**src/rtl/register_window_manager.sv**
```systemverilog
// SPARC V8 register-window controller: owns CWP/WIM, maps logical r0..r31 onto the
// windowed physical register file and executes SAVE/RESTORE/TRAP_ENTRY via req/ack.
module register_window_manager #(
  parameter int                    NWINDOWS  = 8,
  parameter logic [NWINDOWS-1:0]   RESET_WIM = NWINDOWS'(8'h02),
  parameter int                    PHYS_W    = 8
) (
  input  logic                  Clk,
  input  logic                  RESET,
  input  logic                  win_req,
  input  logic [1:0]            win_op,
  output logic                  win_busy,
  output logic                  win_ack,
  output logic                  win_trap,
  output logic [7:0]            win_tt,
  input  logic                  wr_cwp_en,
  input  logic [4:0]            wr_cwp_data,
  input  logic                  wr_wim_en,
  input  logic [NWINDOWS-1:0]   wr_wim_data,
  output logic [4:0]            cwp,
  output logic [NWINDOWS-1:0]   wim,
  input  logic [4:0]            in_PA,
  input  logic [4:0]            in_PB,
  input  logic [4:0]            in_PC,
  output logic [PHYS_W-1:0]     phys_PA,
  output logic [PHYS_W-1:0]     phys_PB,
  output logic [PHYS_W-1:0]     phys_PC
);

  typedef enum logic [1:0] {
    S_IDLE  = 2'd0,
    S_CHECK = 2'd1,
    S_DONE  = 2'd2
  } state_t;

  localparam logic [1:0] OP_SAVE    = 2'b00;
  localparam logic [1:0] OP_RESTORE = 2'b01;
  localparam logic [1:0] OP_TRAP    = 2'b10;

  localparam logic [7:0] TT_NONE      = 8'h00;
  localparam logic [7:0] TT_OVERFLOW  = 8'h05;
  localparam logic [7:0] TT_UNDERFLOW = 8'h06;

  localparam logic [4:0] CWP_MAX = 5'(NWINDOWS - 1);
  localparam logic [5:0] NW6     = 6'(NWINDOWS);
  localparam logic [9:0] RING    = 10'(16 * NWINDOWS);

  state_t                state_r;
  logic [1:0]            op_r;
  logic [4:0]            cwp_r;
  logic [NWINDOWS-1:0]   wim_r;
  logic                  busy_r;
  logic                  ack_r;
  logic                  trap_r;
  logic [7:0]            tt_r;

  logic [4:0]            cwp_dec_s;
  logic [4:0]            cwp_inc_s;
  logic                  wim_dec_hit_s;
  logic                  wim_inc_hit_s;
  logic                  cwp_wr_ok_s;

  // Windowed operands wrap around a ring of 16*NWINDOWS registers; globals bypass it.
  function automatic logic [PHYS_W-1:0] map_reg(input logic [4:0] r, input logic [4:0] w);
    logic [9:0] off;
    if (r < 5'd8) begin
      off = {5'b00000, r};
    end else begin
      off = {1'b0, w, 4'b0000} + {5'b00000, r} - 10'd8;
      if (off >= RING) begin
        off = off - RING;
      end else begin
        off = off;
      end
      off = off + 10'd8;
    end
    return PHYS_W'(off);
  endfunction

  // Neighbour windows and their WIM bits, wrapping modulo NWINDOWS.
  always_comb begin
    cwp_dec_s     = 5'd0;
    cwp_inc_s     = 5'd0;
    wim_dec_hit_s = 1'b0;
    wim_inc_hit_s = 1'b0;
    if (cwp_r == 5'd0) begin
      cwp_dec_s = CWP_MAX;
    end else begin
      cwp_dec_s = cwp_r - 5'd1;
    end
    if (cwp_r == CWP_MAX) begin
      cwp_inc_s = 5'd0;
    end else begin
      cwp_inc_s = cwp_r + 5'd1;
    end
    wim_dec_hit_s = |(wim_r & ({{(NWINDOWS-1){1'b0}}, 1'b1} << cwp_dec_s));
    wim_inc_hit_s = |(wim_r & ({{(NWINDOWS-1){1'b0}}, 1'b1} << cwp_inc_s));
  end

  assign cwp_wr_ok_s = ({1'b0, wr_cwp_data} < NW6);

  // Window FSM: all architectural state and handshake outputs are registered here.
  always_ff @(posedge Clk) begin
    if (RESET) begin
      state_r <= S_IDLE;
      op_r    <= 2'b11;
      cwp_r   <= 5'd0;
      wim_r   <= RESET_WIM;
      busy_r  <= 1'b0;
      ack_r   <= 1'b0;
      trap_r  <= 1'b0;
      tt_r    <= TT_NONE;
    end else begin
      case (state_r)
        S_IDLE: begin
          // Writes land on the same edge as an accepted request, so the op sees them.
          if (wr_cwp_en && cwp_wr_ok_s) begin
            cwp_r <= wr_cwp_data;
          end
          if (wr_wim_en) begin
            wim_r <= wr_wim_data;
          end
          if (win_req) begin
            op_r    <= win_op;
            busy_r  <= 1'b1;
            state_r <= S_CHECK;
          end
        end
        S_CHECK: begin
          ack_r   <= 1'b1;
          state_r <= S_DONE;
          case (op_r)
            OP_SAVE: begin
              if (wim_dec_hit_s) begin
                trap_r <= 1'b1;
                tt_r   <= TT_OVERFLOW;
              end else begin
                cwp_r <= cwp_dec_s;
              end
            end
            OP_RESTORE: begin
              if (wim_inc_hit_s) begin
                trap_r <= 1'b1;
                tt_r   <= TT_UNDERFLOW;
              end else begin
                cwp_r <= cwp_inc_s;
              end
            end
            OP_TRAP: begin
              cwp_r <= cwp_dec_s;
            end
            default: begin
              cwp_r <= cwp_r;
            end
          endcase
        end
        S_DONE: begin
          ack_r   <= 1'b0;
          trap_r  <= 1'b0;
          tt_r    <= TT_NONE;
          busy_r  <= 1'b0;
          state_r <= S_IDLE;
        end
        default: begin
          ack_r   <= 1'b0;
          trap_r  <= 1'b0;
          tt_r    <= TT_NONE;
          busy_r  <= 1'b0;
          state_r <= S_IDLE;
        end
      endcase
    end
  end

  assign win_busy = busy_r;
  assign win_ack  = ack_r;
  assign win_trap = trap_r;
  assign win_tt   = tt_r;
  assign cwp      = cwp_r;
  assign wim      = wim_r;

  assign phys_PA = map_reg(in_PA, cwp_r);
  assign phys_PB = map_reg(in_PB, cwp_r);
  assign phys_PC = map_reg(in_PC, cwp_r);

endmodule

```
**config.mk**
```make
export PLATFORM = sky130hd
export DESIGN_NAME = register_window_manager
export DESIGN_NICKNAME = d
export VERILOG_FILES = /design/src/rtl/register_window_manager.sv
export SDC_FILE = /design/constraint.sdc
export NUM_CORES = 1
export LEC_CHECK = 0
export ABC_AREA = 1
export ABC_CLOCK_PERIOD_IN_PS = 1980
export BUFFER_PORTS_ARGS = -buffer_cell sky130_fd_sc_hd__clkbuf_2
export CAP_MARGIN = 5
export CORE_AREA = 2 2 101 103
export CTS_BUF_LIST = sky130_fd_sc_hd__clkbuf_16
export CTS_CLUSTER_SIZE = 10
export DETAILED_ROUTE_END_ITERATION = 12
export DIE_AREA = 0 0 103 105
export SLEW_MARGIN = 0
export SYNTH_ARGS = -nofsm -noshare
export SYNTH_HDL_FRONTEND = slang
export SYNTH_SLANG_ARGS = --single-unit
```
**constraint.sdc**
```tcl
create_clock -name Clk -period 1.98 [get_ports Clk]
set_input_delay 0 -clock Clk [delete_from_list [all_inputs] [get_ports Clk]]
set_output_delay 0 -clock Clk [all_outputs]
set_load 0.01 [all_outputs]
```
# Yosys cells after proc, flatten, opt, wreduce, memory -nomap -nowiden
# Cells that the tools add are included.
# word_totals
ff_bits	28
input_bits	35
output_inout_bits	48
# op_classes
add_sub_neg	14
magnitude_cmp	7
eq_ne	12
n_shift	2
n_mux	29
bitwise	4
reduce_logical	12
# op_table
operator	n
$mux W8	11
$pmux W8 S2	2
$add A9 B5 Y10	3
$ge A10 B8 Y1 const B	3
$sub A10 B4 Y10 const B	3
$mux W5	5
$add A8 B4 Y8 const B	3
$sub A8 B8 Y8 const B	3
$lt A5 B4 Y1 const B	4
$and A8 B8 Y8	2
$reduce_or A8 Y1	2
$shl A1 B5 Y8 const A	2
$pmux W5 S3	1
$ne A3 B3 Y1 const B	4
$pmux W5 S2	1
$pmux W1 S2	4
$reduce_and A2 Y1	3
$add A5 B1 Y5 const B	1
$eq A5 B3 Y1 const B	1
$logic_not A5 Y1	1
$reduce_and A5 Y1	1
$sub A5 B1 Y5 const B	1
$eq A2 B1 Y1 const B	2
$logic_not A2 Y1	2
11 further kinds	15

# Logic depth before layout (Yosys ltp)
# Gate-level depths: netlist (run 1).
# depth
depth_word	8
ltp_mapped	14
depth_no_buf	14

# Worst setup path before layout (run 1)
# OpenSTA, ideal clock, no wires.
# synth_path
kind	flip-flop to output port
startpoint	reg cwp_r[0] (netlist: cwp[0])
endpoint	out phys_PC[7]
arrival_ps	2460
required_ps	1980
setup_slack_ps	-480
stages_incl_launch_ff	14
path_cell_list	dfxtp_1 inv_1 ha_1 inv_1 ha_1 fa_1 nand3_1 nand2_1 xor2_1 a21oi_1 o21ai_1 nand2_1 o21a_1 nor3_1
# synth_via
elab_chain_len	7
elab_cells_between_ends	8
# synth_lines
element	line_no	rtl
start, declared	50	logic [4:0] cwp_r;
start signal, assigned	118	cwp_r <= wr_cwp_data;
start signal, assigned	138	cwp_r <= cwp_dec_s;
start signal, assigned	146	cwp_r <= cwp_inc_s;
$add A9 B5 Y10 (*)	69	off = {1'b0, w, 4'b0000} + {5'b00000, r} - 10'd8;
$sub A10 B4 Y10 (*)	69	
$sub A8 B8 Y8 or $ge A10 B8 Y1 (tied branches)	71, 70	
$mux W8 (*)	70	if (off >= RING) begin
$mux W8 (*)	66	if (r < 5'd8) begin
$add A8 B4 Y8 (*)	75	off = off + 10'd8;
$mux W8 (*)	66	
end, declared	27	output logic [PHYS_W-1:0] phys_PC
# Every way passes the cells marked *; elsewhere a longest branch is shown, timed or not. The select of a mux whose other input is x is not followed.

# Worst setup path in the final report (run 1)
# layout_path
startpoint	reg cwp_r[0] (netlist: cwp[0])
endpoint	out phys_PA[7]
# layout_via
elab_chain_len	7
elab_cells_between_ends	8
# layout_lines
element	line_no	rtl
$add A9 B5 Y10 (*)	69	
$sub A10 B4 Y10 (*)	69	
$sub A8 B8 Y8 or $ge A10 B8 Y1 (tied branches)	71, 70	
$mux W8 (*)	70	
$mux W8 (*)	66	
$add A8 B4 Y8 (*)	75	
$mux W8 (*)	66	
end, declared	25	output logic [PHYS_W-1:0] phys_PA,
# Marked as above.

==> results.toml, run 1 <==
[critical_path]
crit_end = "phys_PA[7]"
worstPathRequired_ns = 1.98
rr_endpoint = "cwp[0]$_SDFFE_PP0P_"
worstPathMaxFanout = 4
reg2reg_depth = 14
crit_path_start = "cwp[0]$_SDFFE_PP0P_"
path_delay_family = "adder cells"
worstPathCellList = "inv_8 > ha_4 > inv_2 > ha_4 > fa_2 > nand3_2 > nand2_1 > xor2_1 > a21oi_1 > o21ai_1 > nand2_1 > o21a_1 > nor3_2 > buf_2"
reg2reg_slack_ns = -0.11
worst-path-stages = 14
r2r-start = "cwp[0]$_SDFFE_PP0P_"
crit_path_top_delay_cell = "dfxtp_4"
max_stage_delay_ns = 0.37
crit_path_end_kind = "output pin"
path_class = "reg -> out"
critPathBufInv = 3
worst-endpoint-arrival_ns = 2.40
critPathLaunchType = "register"

[timing]
hold_viol_final = 0
post-route-min-period_ns = 2.40
maxSlewHeadroom_pct = 63.5
setup_viol = 17
fin_ws_ns = -0.418
worst_pin_slew_ns = 0.547
fin_crit_sh_pct = 121
drv_slew = 0
rsz0062_at_grt = "true"
clock_skew_ns = 0.00688
fmax_ghz = 0.417

[status]
violations = "setup timing"
status = "finished with violations"

[drt]
via_count = 2512
drt-initial-drc-count = 99
drtAntennaViolNets = 0
first_pass_iters = 4
wl_per_cell_um = 11.7
drcViolationCount = 0
totalWireLength_um = 6690
via_per_inst = 4.40

[logic_synthesis]
ys_types = 38
ys.warnings.count = 0
synth_compound_area_share_pct = 13.1
synth_mux_area_share_pct = 0
synth_xor_area_share_pct = 5.53
synth-adder-area-share_pct = 14.1
seq_area_frac_synth_pct = 18.5
synthesis.area_um2 = 2370
synth-simple-area-share_pct = 34.1
synth_top_family_by_area = "simple AND/OR/NAND/NOR gates"
synth-seq-cells = 22
avgSynthCellArea_um2 = 6.88
syn-instance-count = 345

[pwr]
powerDensity_nw_per_um2 = 738
vdd_drop_max_v = 0.000336
total_power_uw = 2590
leakagePower_uw = 0.00168

[layout]
fillers = 1048
final_area_um2 = 3510
syn2layout_area_growth_pct = 47.7
nNetsFinal = 499
drive_gt1_share_pct = 43.6
antenna_cells = 0

[cts]
clock_path_buffers = 2
cts_max_level = 1
root_buffer = "clkbuf_16"
cts_tree = "done"
clk_latency_ns = 0.26
clkSinkCount = 22
numCtsBuffers = 3
path_clk_slew_ns = 0.06

[floorplan]
die_h_um = 105
start_util_pct = 24.6
coreArea_um2 = 9640
die_w_um = 103
rows = 36
io_pins = 83
die_area_um2 = 10800

[global_routing]
grt_overflow = 0
grt_start_max_net_pins = 18
grt_pass1_wl_um = 11000
grt_pass1_vias = 2399
grt.total_usage_pct = 12.3
grt_antenna_before_repair = 0

[place]
pre_cts_slack_ns = -0.154
gp_congestion = 0.925
placed_area_um2 = 3090
dp_hpwl_um = 5340
port_buffers = 59

[worst_hold_path]
hold_depth = 0
worstHoldPathType = "in -> out"

[run]
max_cap_viol_count = 0
==> stage by stage <==
step | util [%] | hold WS, ns | setup TNS, ns | cells
floorplan | - | 0.0691 | -0.299 | 349
global placement | 32.1 | 0.0000686 | -0.510 | 555
detailed placement | 32.1 | 0.0000686 | -0.791 | 555
CTS | 35.2 | 0.0000686 | -2.50 | 567
global route | 36.4 | 0.0000195 | -4.44 | 571
finish | 36.4 | 0.00000443 | -2.69 | 571
==> flip-flops by register name (all words and copies together) (netlist names) <==
signal,flops
win_tt,3
cwp,5
op_r,2
win_busy,1
wim,8
win_ack,1
state_r,2
==> repair_timing <==
| action | CTS | global route |
|---|---|---|
| hold buffers | 6 | 0 |
| gates cloned | 0 | 0 |
| setup buffers | 3 | 4 |
| endpoints found under the hold margin | 9 | 0 |
| gates resized for setup | 21 | 35 |
| pin swaps | 13 | 15 |
| endpoints found under the setup margin | 15 | 17 |
==> area by class of cell <==
class / instances / area (µm²) / area share, %
timing repair buffer: 107 / 698 / 19.9
inverter: 48 / 193 / 5.49
tap: 133 / 166 / 4.74
clock buffer: 3 / 75.1 / 2.14
multi-input combinational: 257 / 1900 / 54.0
sequential: 22 / 449 / 12.8
clock inverter: 1 / 30.0 / 0.856
==> worst min path at each step <==
stage               startpoint                      to  slack (ns)
finish                in_PB[0]              phys_PB[0]    0.000004
global route          in_PB[0]              phys_PB[0]     0.00002
CTS                   in_PB[1]              phys_PB[1]     0.00007
detailed placement    in_PB[1]              phys_PB[1]     0.00007
global placement      in_PB[1]              phys_PB[1]     0.00007
floorplan                RESET  win_tt[0]$_SDFFE_PP0P_        0.07
==> synthesized netlist by cell type (all sizes together) <==
library cell / number / area, µm²
a211oi: 1 / 7.51
a21oi: 22 / 114
a221oi: 2 / 23.8
a31o: 1 / 8.76
a31oi: 1 / 6.26
buf: 20 / 154
clkbuf: 2 / 7.51
conb: 1 / 3.75
dfxtp: 22 / 440
fa: 3 / 60.1
ha: 22 / 275
inv: 48 / 180
nand2: 62 / 265
nand3: 23 / 173
nand4: 18 / 113
nor2: 47 / 191
nor3: 8 / 40.0
nor3b: 3 / 22.5
o211ai: 2 / 15.0
o21a: 3 / 22.5
o21ai: 15 / 82.6
o21bai: 1 / 18.8
o22ai: 2 / 12.5
or2: 1 / 6.26
xnor2: 1 / 8.76
xor2: 14 / 123
==> layout by cell type (no fill, tap or decap), types with 12 or more instances in the layout <==
cell type / Yosys / routed
a21oi_1: 21 / 21
buf_4: 19 / 37
clkbuf_2: 0 / 50
dfxtp_1: 22 / 19
ha_1: 22 / 12
inv_1: 44 / 36
nand2_1: 53 / 43
nand2_2: 7 / 16
nand3_1: 16 / 12
nand4_1: 18 / 18
nor2_1: 43 / 37
==> kinds of logic (layout without fill, tap and decap cells) <==
| family | after synthesis | in the layout |
|---|---|---|
| and+or+nand+nor | 162 | 162 |
| buffers and inverters | 70 | 159 |
| AOI/OAI and AO/OA | 50 | 50 |
| adders and majority gates | 25 | 25 |
| DFF | 22 | 22 |
| xor gates and xnor gates | 15 | 15 |
| other | 1 | 5 |
==> power breakdown <==
part	internal [µW]	switching, µW
Clock	402	164
Sequential	480	34.9
Combinational	690	818
==> layer usage <==
layer,vias to the layer above,global-route usage (%),share of wire [%]
li1,1302,-,-
met1,1153,16.1,46
met2,45,21.2,49
met3,12,1.61,3.1
met4,0,2.63,1.2
met5,-,0,0
(Power assumes the default switching activity.)
==> inputs of run 2 (changes only) <==
Settings changed: PLACE_DENSITY_LB_ADDON from default to 0.05.
==> results.toml, run 2 (synthesized netlist as in run 1, its figures left out) <==
[global_routing]
grt_overflow = 0
grt.total_usage_pct = 13.4
grt_start_max_net_pins = 18
grt_pass1_wl_um = 11700
grt_pass1_vias = 2444
grt_antenna_before_repair = 0

[layout]
final_common_cell = "clkbuf_2"
nNetsFinal = 508
final_cell_mix = "clkbuf_2 (51), buf_4 (46), nand2_1 (38)"
drive_gt1_share_pct = 46.5
syn2layout_area_growth_pct = 51.9
antenna_cells = 0
final_area_um2 = 3610
largest_reg_flops = 8

[floorplan]
die_h_um = 105
die_w_um = 103
rows = 36
io_pins = 83
coreArea_um2 = 9640
start_util_pct = 24.6
die_area_um2 = 10800

[drt]
drtAntennaViolNets = 0
met1Wirelength_um = 3550
via_per_inst = 4.34
first_pass_iters = 4
route.met2.wl_um = 3100
highest_layer = "met4"
wl_met3_um = 322
wl_per_cell_um = 12.1
totalWireLength_um = 7050
drcViolationCount = 0
drt-initial-drc-count = 56
via_count = 2519

[critical_path]
worstPathCellList = "inv_8 > ha_4 > inv_4 > ha_4 > fa_2 > nand3_2 > nand2_2 > xor2_1 > a21oi_1 > o21ai_1 > nand2_1 > nor3_2 > nor3_2 > buf_2"
worstPathMaxFanout = 4
reg2reg_depth = 15
reg2reg_slack_ns = -0.22
max_stage_delay_ns = 0.37
worst-endpoint-arrival_ns = 2.38
r2r-start = "cwp[0]$_SDFFE_PP0P_"
crit_path_top_delay_cell = "dfxtp_4"
critPathBufInv = 3
path_class = "reg -> out"
rr_endpoint = "cwp[0]$_SDFFE_PP0P_"
path_delay_family = "adder cells"
worstPathRequired_ns = 1.98
crit_path_end_kind = "output pin"
critPathLaunchType = "register"

[timing]
setup_viol = 17
drv_slew = 0
fin_setup_tns_ns = -3.05
fin_ws_ns = -0.396
maxSlewHeadroom_pct = 63.7
fin_hold_ws_ns = 0.00000390
fmax_ghz = 0.421
post-route-min-period_ns = 2.38
hold_viol_final = 0
clock_skew_ns = 0.00772
fin_crit_sh_pct = 120
rsz0062_at_grt = "true"
worst_pin_slew_ns = 0.545

[status]
status = "finished with violations"
violations = "setup timing"

[pwr]
leakagePower_uw = 0.00174
vdd_drop_max_v = 0.000361
powerDensity_nw_per_um2 = 718

[cts]
cts_max_level = 1
cts_tree = "done"
clkSinkCount = 22
numCtsBuffers = 3
root_buffer = "clkbuf_16"
clk_latency_ns = 0.26
path_clk_slew_ns = 0.06
clock_path_buffers = 2

[run]
max_cap_viol_count = 0

[place]
port_buffers = 59
gp_congestion = 0.739
dp_hpwl_um = 5780
placed_area_um2 = 3130

[worst_hold_path]
worstHoldPathType = "in -> out"
hp-start = "in_PB[2]"
hold_depth = 0
hold_end = "phys_PB[2]"
run 2: cell types whose count changed in the layout (fill, tap and decap cells not counted), moves of 2 or more:
cell	before	now
nand2_1	43	38
buf_4	37	46
a21oi_2	0	3
nand3_4	4	6
nand2_2	16	20
nand3_1	12	10
a21oi_1	21	18
run 2: area by class of cell:
cell class | count | area (µm²)
flip-flops and latches | 22 | 447
fillers | 1090 | 6030
clock buffers | 4 | 100
multi-input cells | 257 | 1940
well taps | 133 | 166
inverters | 48 | 195
repair buffers | 116 | 757
run 2: where the power goes:
group	leakage, µW	switching (µW)	internal (µW)
combinational	0.00150	845	705
clock	0.0000493	176	351
sequential	0.000183	36.0	480
run 2: timing repair:
action                     in CTS  in global routing
setup endpoints to repair      15                 17
hold endpoints to repair        9                  0
buffers inserted                6                  5
resized for setup              20                 47
pin swaps                      26                 32
hold buffers                    6                  0
run 2: per-layer routing:
layer,track usage (%),vias to the layer above
met3,2.21,8
li1,-,1321
met5,0,-
met4,2.26,0
met2,20.6,53
met1,19.9,1137
run 2: metrics by stage:
step                utilization [%]  power [µW]  setup WS (ns)  cells
floorplan                         -        1430         -0.100    349
global placement               32.5        1880         -0.160    560
detailed placement             32.5        1870         -0.160    560
CTS                            35.7        2530         -0.398    576
global route                   37.4        2800         -0.545    580
finish                         37.4        2590         -0.396    580
run 2: how the worst max path moves through the flow:
stage,start,endpoint,slack [ns],cells after the start
floorplan,cwp[0]$_SDFFE_PP0P_,phys_PA[7],-0.10,13
global placement,cwp[0]$_SDFFE_PP0P_,cwp[0]$_SDFFE_PP0P_,-0.16,13
detailed placement,cwp[0]$_SDFFE_PP0P_,phys_PB[7],-0.16,14
CTS,cwp[0]$_SDFFE_PP0P_,phys_PB[7],-0.40,14
global route,cwp[0]$_SDFFE_PP0P_,phys_PB[7],-0.55,14
finish,cwp[0]$_SDFFE_PP0P_,phys_PA[7],-0.40,14
run 2: worst reg2reg max path, cell delays in order, from the launching register on:
cell and delay (ns):
dfxtp_4 0.37, inv_8 0.05, buf_4 0.13, buf_6 0.11, ha_4 0.17, buf_6 0.11, nand3_4 0.10, nand4_1 0.17
o21ai_2 0.23, nor2_4 0.07, nor2_4 0.12, nand3_4 0.12, nand3_4 0.18, nand2_2 0.07, nand2_2 0.06, nor2_2 0.04
